File: config.mk
export PLATFORM = sky130hd
export DESIGN_NAME = ddr_cmd_decode
export DESIGN_NICKNAME = d
export VERILOG_FILES = /design/src/rtl/ddr_pkg.sv /design/src/rtl/ddr_bank_tracker.sv /design/src/rtl/ddr_cmd_decode.sv
export SDC_FILE = /design/constraint.sdc
export NUM_CORES = 1
export LEC_CHECK = 0
export CORE_UTILIZATION = 44
export CTS_BUF_LIST = sky130_fd_sc_hd__clkbuf_4
export DETAILED_ROUTE_END_ITERATION = 6
export GPL_TIMING_DRIVEN = 0
export PLACE_DENSITY = 0.83
export SYNTH_ARGS = -nofsm -noshare
export SYNTH_HDL_FRONTEND = slang
export SYNTH_SLANG_ARGS = --single-unit
File: constraint.sdc
create_clock -name CK_c -period 1.7 [get_ports CK_c]
set_input_delay 0.34 -clock CK_c [delete_from_list [all_inputs] [get_ports CK_c]]
set_output_delay 0.34 -clock CK_c [all_outputs]
set_load 0.01 [all_outputs]
File: src/rtl/ddr_pkg.sv
// ============================================================================
// ddr_pkg : shared types and constants for the DDR4 command decoder
// Revision: 1.0
// ============================================================================
`default_nettype none
`timescale 1ns/1ps

package ddr_pkg;

  typedef enum logic [3:0] {
    DES  = 4'd0,
    NOP  = 4'd1,
    ACT  = 4'd2,
    MRS  = 4'd3,
    REF  = 4'd4,
    PRE  = 4'd5,
    PREA = 4'd6,
    WR   = 4'd7,
    WRA  = 4'd8,
    RD   = 4'd9,
    RDA  = 4'd10,
    ZQCL = 4'd11,
    RFU  = 4'd12
  } command_type;

  typedef enum logic {
    IDLE   = 1'b0,
    ACTIVE = 1'b1
  } bank_state_t;

  typedef logic [2:0] err_code_t;

  localparam err_code_t ERR_NONE     = 3'd0;
  localparam err_code_t ERR_ACT_OPEN = 3'd1;
  localparam err_code_t ERR_RW_IDLE  = 3'd2;
  localparam err_code_t ERR_REF_OPEN = 3'd3;
  localparam err_code_t ERR_TRCD     = 3'd4;
  localparam err_code_t ERR_RFU      = 3'd5;

  localparam int TRCD_DEFAULT = 11;

endpackage

`default_nettype wire

File: src/rtl/ddr_bank_tracker.sv
// ============================================================================
// ddr_bank_tracker : 16 per-bank IDLE/ACTIVE FSMs plus optional tRCD counters
// (counters built only with CMD_DECODE_TRCD_CHK_EN). Revision: 1.0
// ============================================================================
`default_nettype none
`timescale 1ns/1ps

module ddr_bank_tracker
  import ddr_pkg::*;
#(
  parameter int TRCD = TRCD_DEFAULT
) (
  input  logic        clk,
  input  logic        rst,
  input  command_type cmd,
  input  logic [3:0]  bank,
  output logic [15:0] bank_open,
  output logic        trcd_met
);

`ifdef CMD_DECODE_TRCD_CHK_EN
  localparam int CNT_W = $clog2(TRCD + 1);
  logic [16*CNT_W-1:0] cnt_flat;
`endif

  for (genvar i = 0; i < 16; i++) begin : g_bank
    bank_state_t state;
    logic        hit;

    assign hit = (bank == 4'(i));

    always_ff @(posedge clk or posedge rst) begin
      if (rst) begin
        state <= IDLE;
      end else if (cmd == PREA) begin
        state <= IDLE;
      end else if (hit) begin
        case (cmd)
          ACT:          state <= ACTIVE;
          PRE, RDA, WRA: state <= IDLE;
          default:      state <= state;
        endcase
      end
    end

    assign bank_open[i] = (state == ACTIVE);

`ifdef CMD_DECODE_TRCD_CHK_EN
    logic [CNT_W-1:0] cnt;

    // A repeated ACT to an open bank is an error and must not restart tRCD
    always_ff @(posedge clk or posedge rst) begin
      if (rst) begin
        cnt <= CNT_W'(TRCD);
      end else if (hit && cmd == ACT && state == IDLE) begin
        cnt <= '0;
      end else if (cnt != CNT_W'(TRCD)) begin
        cnt <= cnt + CNT_W'(1);
      end
    end

    assign cnt_flat[i*CNT_W +: CNT_W] = cnt;
`endif
  end

`ifdef CMD_DECODE_TRCD_CHK_EN
  assign trcd_met = (cnt_flat[int'(bank)*CNT_W +: CNT_W] >= CNT_W'(TRCD - 1));
`else
  assign trcd_met = 1'b1;
`endif

endmodule

`default_nettype wire

File: src/rtl/ddr_cmd_decode.sv
// ============================================================================
// ddr_cmd_decode : registered DDR4 pin decode with bank tracking and protocol
// error reporting; tRCD check enabled by CMD_DECODE_TRCD_CHK_EN. Revision: 1.0
// ============================================================================
`default_nettype none
`timescale 1ns/1ps

module ddr_cmd_decode
  import ddr_pkg::*;
#(
  parameter int TRCD = TRCD_DEFAULT
) (
  input  logic        CK_c,
  input  logic        reset,
  input  logic        cs_n,
  input  logic        act_n,
  input  logic        RAS_n_A16,
  input  logic        CAS_n_A15,
  input  logic        WE_n_A14,
  input  logic        A12_BC_n,
  input  logic        A17,
  input  logic        A13,
  input  logic        A11,
  input  logic        A10_AP,
  input  logic [1:0]  bg_addr,
  input  logic [1:0]  ba_addr,
  input  logic [9:0]  A9_A0,
  output logic        cmd_valid,
  output command_type cmd_out,
  output logic [1:0]  cmd_bg,
  output logic [1:0]  cmd_ba,
  output logic [13:0] cmd_row,
  output logic [9:0]  cmd_col,
  output logic [15:0] bank_open,
  output logic        mr_wr,
  output logic [2:0]  mr_sel,
  output logic [13:0] mr_data,
  output logic        proto_err,
  output logic [2:0]  err_code
);

  command_type cmd_d;
  err_code_t   err_d;
  logic [13:0] row_d;
  logic [3:0]  bank_d;
  logic        trcd_met;
  logic        is_rw;
  logic        is_rw_plain;
  logic        unused_a17;

  assign unused_a17 = A17;
  assign row_d      = {A13, A12_BC_n, A11, A10_AP, A9_A0};
  assign bank_d     = {bg_addr, ba_addr};

  always_comb begin
    cmd_d = DES;
    if (!cs_n) begin
      if (!act_n) begin
        cmd_d = ACT;
      end else begin
        case ({RAS_n_A16, CAS_n_A15, WE_n_A14})
          3'b000:  cmd_d = MRS;
          3'b001:  cmd_d = REF;
          3'b010:  cmd_d = A10_AP ? PREA : PRE;
          3'b100:  cmd_d = A10_AP ? WRA  : WR;
          3'b101:  cmd_d = A10_AP ? RDA  : RD;
          3'b110:  cmd_d = ZQCL;
          3'b111:  cmd_d = NOP;
          default: cmd_d = RFU;
        endcase
      end
    end
  end

  assign is_rw       = (cmd_d == RD) || (cmd_d == WR) || (cmd_d == RDA) || (cmd_d == WRA);
  assign is_rw_plain = (cmd_d == RD) || (cmd_d == WR);

  // Checks use bank state before this edge's update; chain order sets priority
  always_comb begin
    err_d = ERR_NONE;
    if (cmd_d == RFU)
      err_d = ERR_RFU;
    else if (is_rw && !bank_open[bank_d])
      err_d = ERR_RW_IDLE;
    else if (cmd_d == ACT && bank_open[bank_d])
      err_d = ERR_ACT_OPEN;
    else if (is_rw_plain && !trcd_met)
      err_d = ERR_TRCD;
    else if ((cmd_d == REF || cmd_d == ZQCL) && (bank_open != 16'h0))
      err_d = ERR_REF_OPEN;
  end

  ddr_bank_tracker #(
    .TRCD(TRCD)
  ) u_tracker (
    .clk      (CK_c),
    .rst      (reset),
    .cmd      (cmd_d),
    .bank     (bank_d),
    .bank_open(bank_open),
    .trcd_met (trcd_met)
  );

  always_ff @(posedge CK_c or posedge reset) begin
    if (reset) begin
      cmd_valid <= 1'b0;
      cmd_out   <= DES;
      cmd_bg    <= '0;
      cmd_ba    <= '0;
      cmd_row   <= '0;
      cmd_col   <= '0;
      mr_wr     <= 1'b0;
      mr_sel    <= '0;
      mr_data   <= '0;
      proto_err <= 1'b0;
      err_code  <= ERR_NONE;
    end else begin
      cmd_valid <= (cmd_d != DES) && (cmd_d != NOP) && (cmd_d != RFU);
      cmd_out   <= cmd_d;
      cmd_bg    <= bg_addr;
      cmd_ba    <= ba_addr;
      cmd_row   <= row_d;
      cmd_col   <= A9_A0;
      mr_wr     <= (cmd_d == MRS);
      mr_sel    <= {bg_addr[0], ba_addr};
      mr_data   <= row_d;
      proto_err <= (err_d != ERR_NONE);
      err_code  <= err_d;
    end
  end

endmodule

`default_nettype wire

==> results.md <==
* DRT Pass-1 Iters at 4
* Core area at around 4800 um^2
* DRC at 0
* Sequential cell area fraction in the yosys report at 48.8%
* First-pass GRT wire length at 9480 um
* Antenna violations before repair at 0
* Rows at 25
* Asr flop ratio synth at between 90% and 100%
* Slew at the pin closest to its max-slew limit at a little under 0.9 ns
* Vias per cell at just over 5
* Inserted Clock Buffers at 5
* All-layer global routing usage at between 20% and 30%
* PwrDens at about 840 nW/um^2
* Top cells by count, synth: dfrtp_1, buf_4, nor2_1
* Syn Area/Cell at between 10 and 15 um^2
* Largest net degree at the start of global routing at 45
* Met2 usage at approximately 39%
* Crit path capture type: flip-flop
* Worst EP required at between 1.5 and 2 ns
* Clock Skews at about 0.0074 ns
* Fin. Hold Viols at 0
* Worst Setup Path Type: reg2reg
* Syn Inst Count at ~210
* CTS Buffer Depth at 2
* Synth Flop Type: dfrtp_1
* Post-synth cell types at 39
* Status: finished with violations
* Post-route antenna net violation count at 0
* Final slew viol count at 0
* Crit path max fanout at 4
* GPL Wtd Cong at between 0.9 and 1
* Detailed-route wire length at 6250 um
* Met1 Usage GRT at 28.9%
* Hold path depth at 1
* Startpoint types: flip-flop
* Clock latency on the worst-skew pair at 0.35 ns
* GRT overflow at 0
* Via Count at slightly above 2k
* Vias in the first global route at a little under 2k
* Clock transition at the registers of the reported paths at 0.11 ns
* Final setup margin at -0.0206 ns
* P&R area growth vs syn at 60.8%
* Sink Count at 44
* Synth top area share at 48.8%
* Io pins at 97
* Fmax at roughly 580 MHz
* Reg2Reg Depth at 6
* Share of layout cells above drive strength 1 at around a third
* Synth Register Bits at 44
* GRT Max-Usage Layer: met2
* N_diodes at 0
* Mapped cell area at 2260 um^2
* Drt wl/cell at between 15 and 20 um
* Ys Warns at 0
* Arrival time at the worst endpoint at 1.95 ns
* Clock H-tree levels at 2
* Power after layout at just over 3 mW
* Post-synth EDFFs at 0
* HP Class: in2reg
* Nets at between 300 and 400
* # setup viols final at 1
* Horiz. Die Dim at approximately 74 um
* Final HPWL DP at 4260 um
* Die height at 73.6 um
* Initial core utilization at between 40% and 50%
* TritonCTS clock tree: done
* Post-synthesis net count at 240
* Area contributors post-synth: dfrtp_1, buf_4, a22o_1
* Fin crit share at 101%
* Hold WS at about 0.25 ns
* Die area at ~5400 um^2
* RSZ-0062 raised after global routing: yes
* Buffers on Ports at slightly above 90
* CTS Root Buffer Type: clkbuf_4
* Met3 usage at 5.76%
* Failing checks: setup timing
* Leakage at approximately 1.8 nW
* Post-layout min period at around 1.7 ns
* Peak VDD IR at around 0.46 mV
* Area leader, netlist: dfrtp_1
* Violation count after the first detailed-route iteration at roughly 100
* Relative slew slack at 40.5%
* Maxcap violations at 0
* Top-count cell post-synth: dfrtp_1
-- layout by cell type (no fill, tap or decap), drive strengths merged, types with 2 or more instances in the layout --
cell,n
nand2b,4
a32o,4
dfrtp,44
clkbuf,12
o21ai,16
nand2,7
dlygate4sd2,30
a22o,12
or3b,2
nand3,4
inv,2
mux4,4
nand4,2
a21oi,6
nor2,20
a22oi,2
nand3b,3
nor3,7
dlymetal6s2s,16
nor4,5
buf,78
nor2b,2
clkdlybuf4s50,47
-- layer usage --
layer / routed length (um) / vias up
met5: 0 / -
met4: 140 / 0
met3: 537 / 14
met2: 3140 / 116
met1: 2430 / 962
li1: - / 978
-- final timing paths --
kind,slack (ns),startpoint,endpoint
worst max-delay path,-0.02,u_tracker.g_bank[12].state,proto_err
max in group asynchronous,0.60,reset,u_tracker.g_bank[13].state
worst min register to register,0.62,u_tracker.g_bank[6].state,u_tracker.g_bank[6].state
worst min-delay path,0.25,bg_addr[0],cmd_bg[0]
worst max register to register,-0.02,u_tracker.g_bank[12].state,proto_err
min in group asynchronous,0.48,reset,cmd_valid
-- stage by stage --
stage	instance area [um^2]	std cells	util, %	worst slack (ns)	setup TNS [ns]
final	3630	409	75.3	-0.0206	-0.0206
after global routing	3630	409	75.3	-0.0866	-0.121
after CTS	3540	407	73.4	-0.00306	-0.00306
after detailed placement	3270	374	67.9	-0.608	-9.38
after global placement	3270	374	67.9	-0.556	-31.46
after floorplan	2260	214	-	0.0709	0
-- cell families after synthesis --
logic type | Yosys count | share of synthesized area (%)
and+or+nand+nor | 61 | 14.0
buffers and inverters | 58 | 17.5
AOI/OAI and AO/OA | 46 | 15.0
DFF | 44 | 48.8
muxes | 5 | 4.77
-- sequential cells by signal (all words and copies together), names as in the netlist --
register,flops
mr_sel,2
cmd_out,4
proto_err,1
mr_wr,1
mr_data,14
cmd_bg,2
err_code,3
cmd_valid,1
u_tracker.g_bank.state,16
-- critical path, cell delays in order (launching register included) --
cell,delay [ns]
dfrtp_1,0.42
buf_6,0.13
buf_4,0.13
nor4_2,0.29
nand4_1,0.23
a221oi_1,0.29
mux2i_1,0.12
-- repair_timing --
item,CTS,global route
setup buffers,27,3
hold buffers,0,0
resized for setup,46,23
pin swaps,4,2
endpoints found under the setup margin,55,27
-- area by class of cell --
class / instances / area, um^2
fill: 331 / 1190
timing repair buffer: 123 / 1170
sequential: 44 / 1100
multi-input combinational: 112 / 796
buffer: 55 / 402
tap: 67 / 83.8
clock buffer: 5 / 37.5
clock inverter: 1 / 30.0
inverter: 2 / 7.51
-- report_power, final --
part / internal [mW] / leakage, nW / switching (mW)
Combinational: 0.728 / 1.22 / 0.469
Clock: 0.294 / 0.0371 / 0.315
Sequential: 1.18 / 0.531 / 0.0762
Total: 2.20 / 1.79 / 0.860
(Power assumes the default switching activity.)
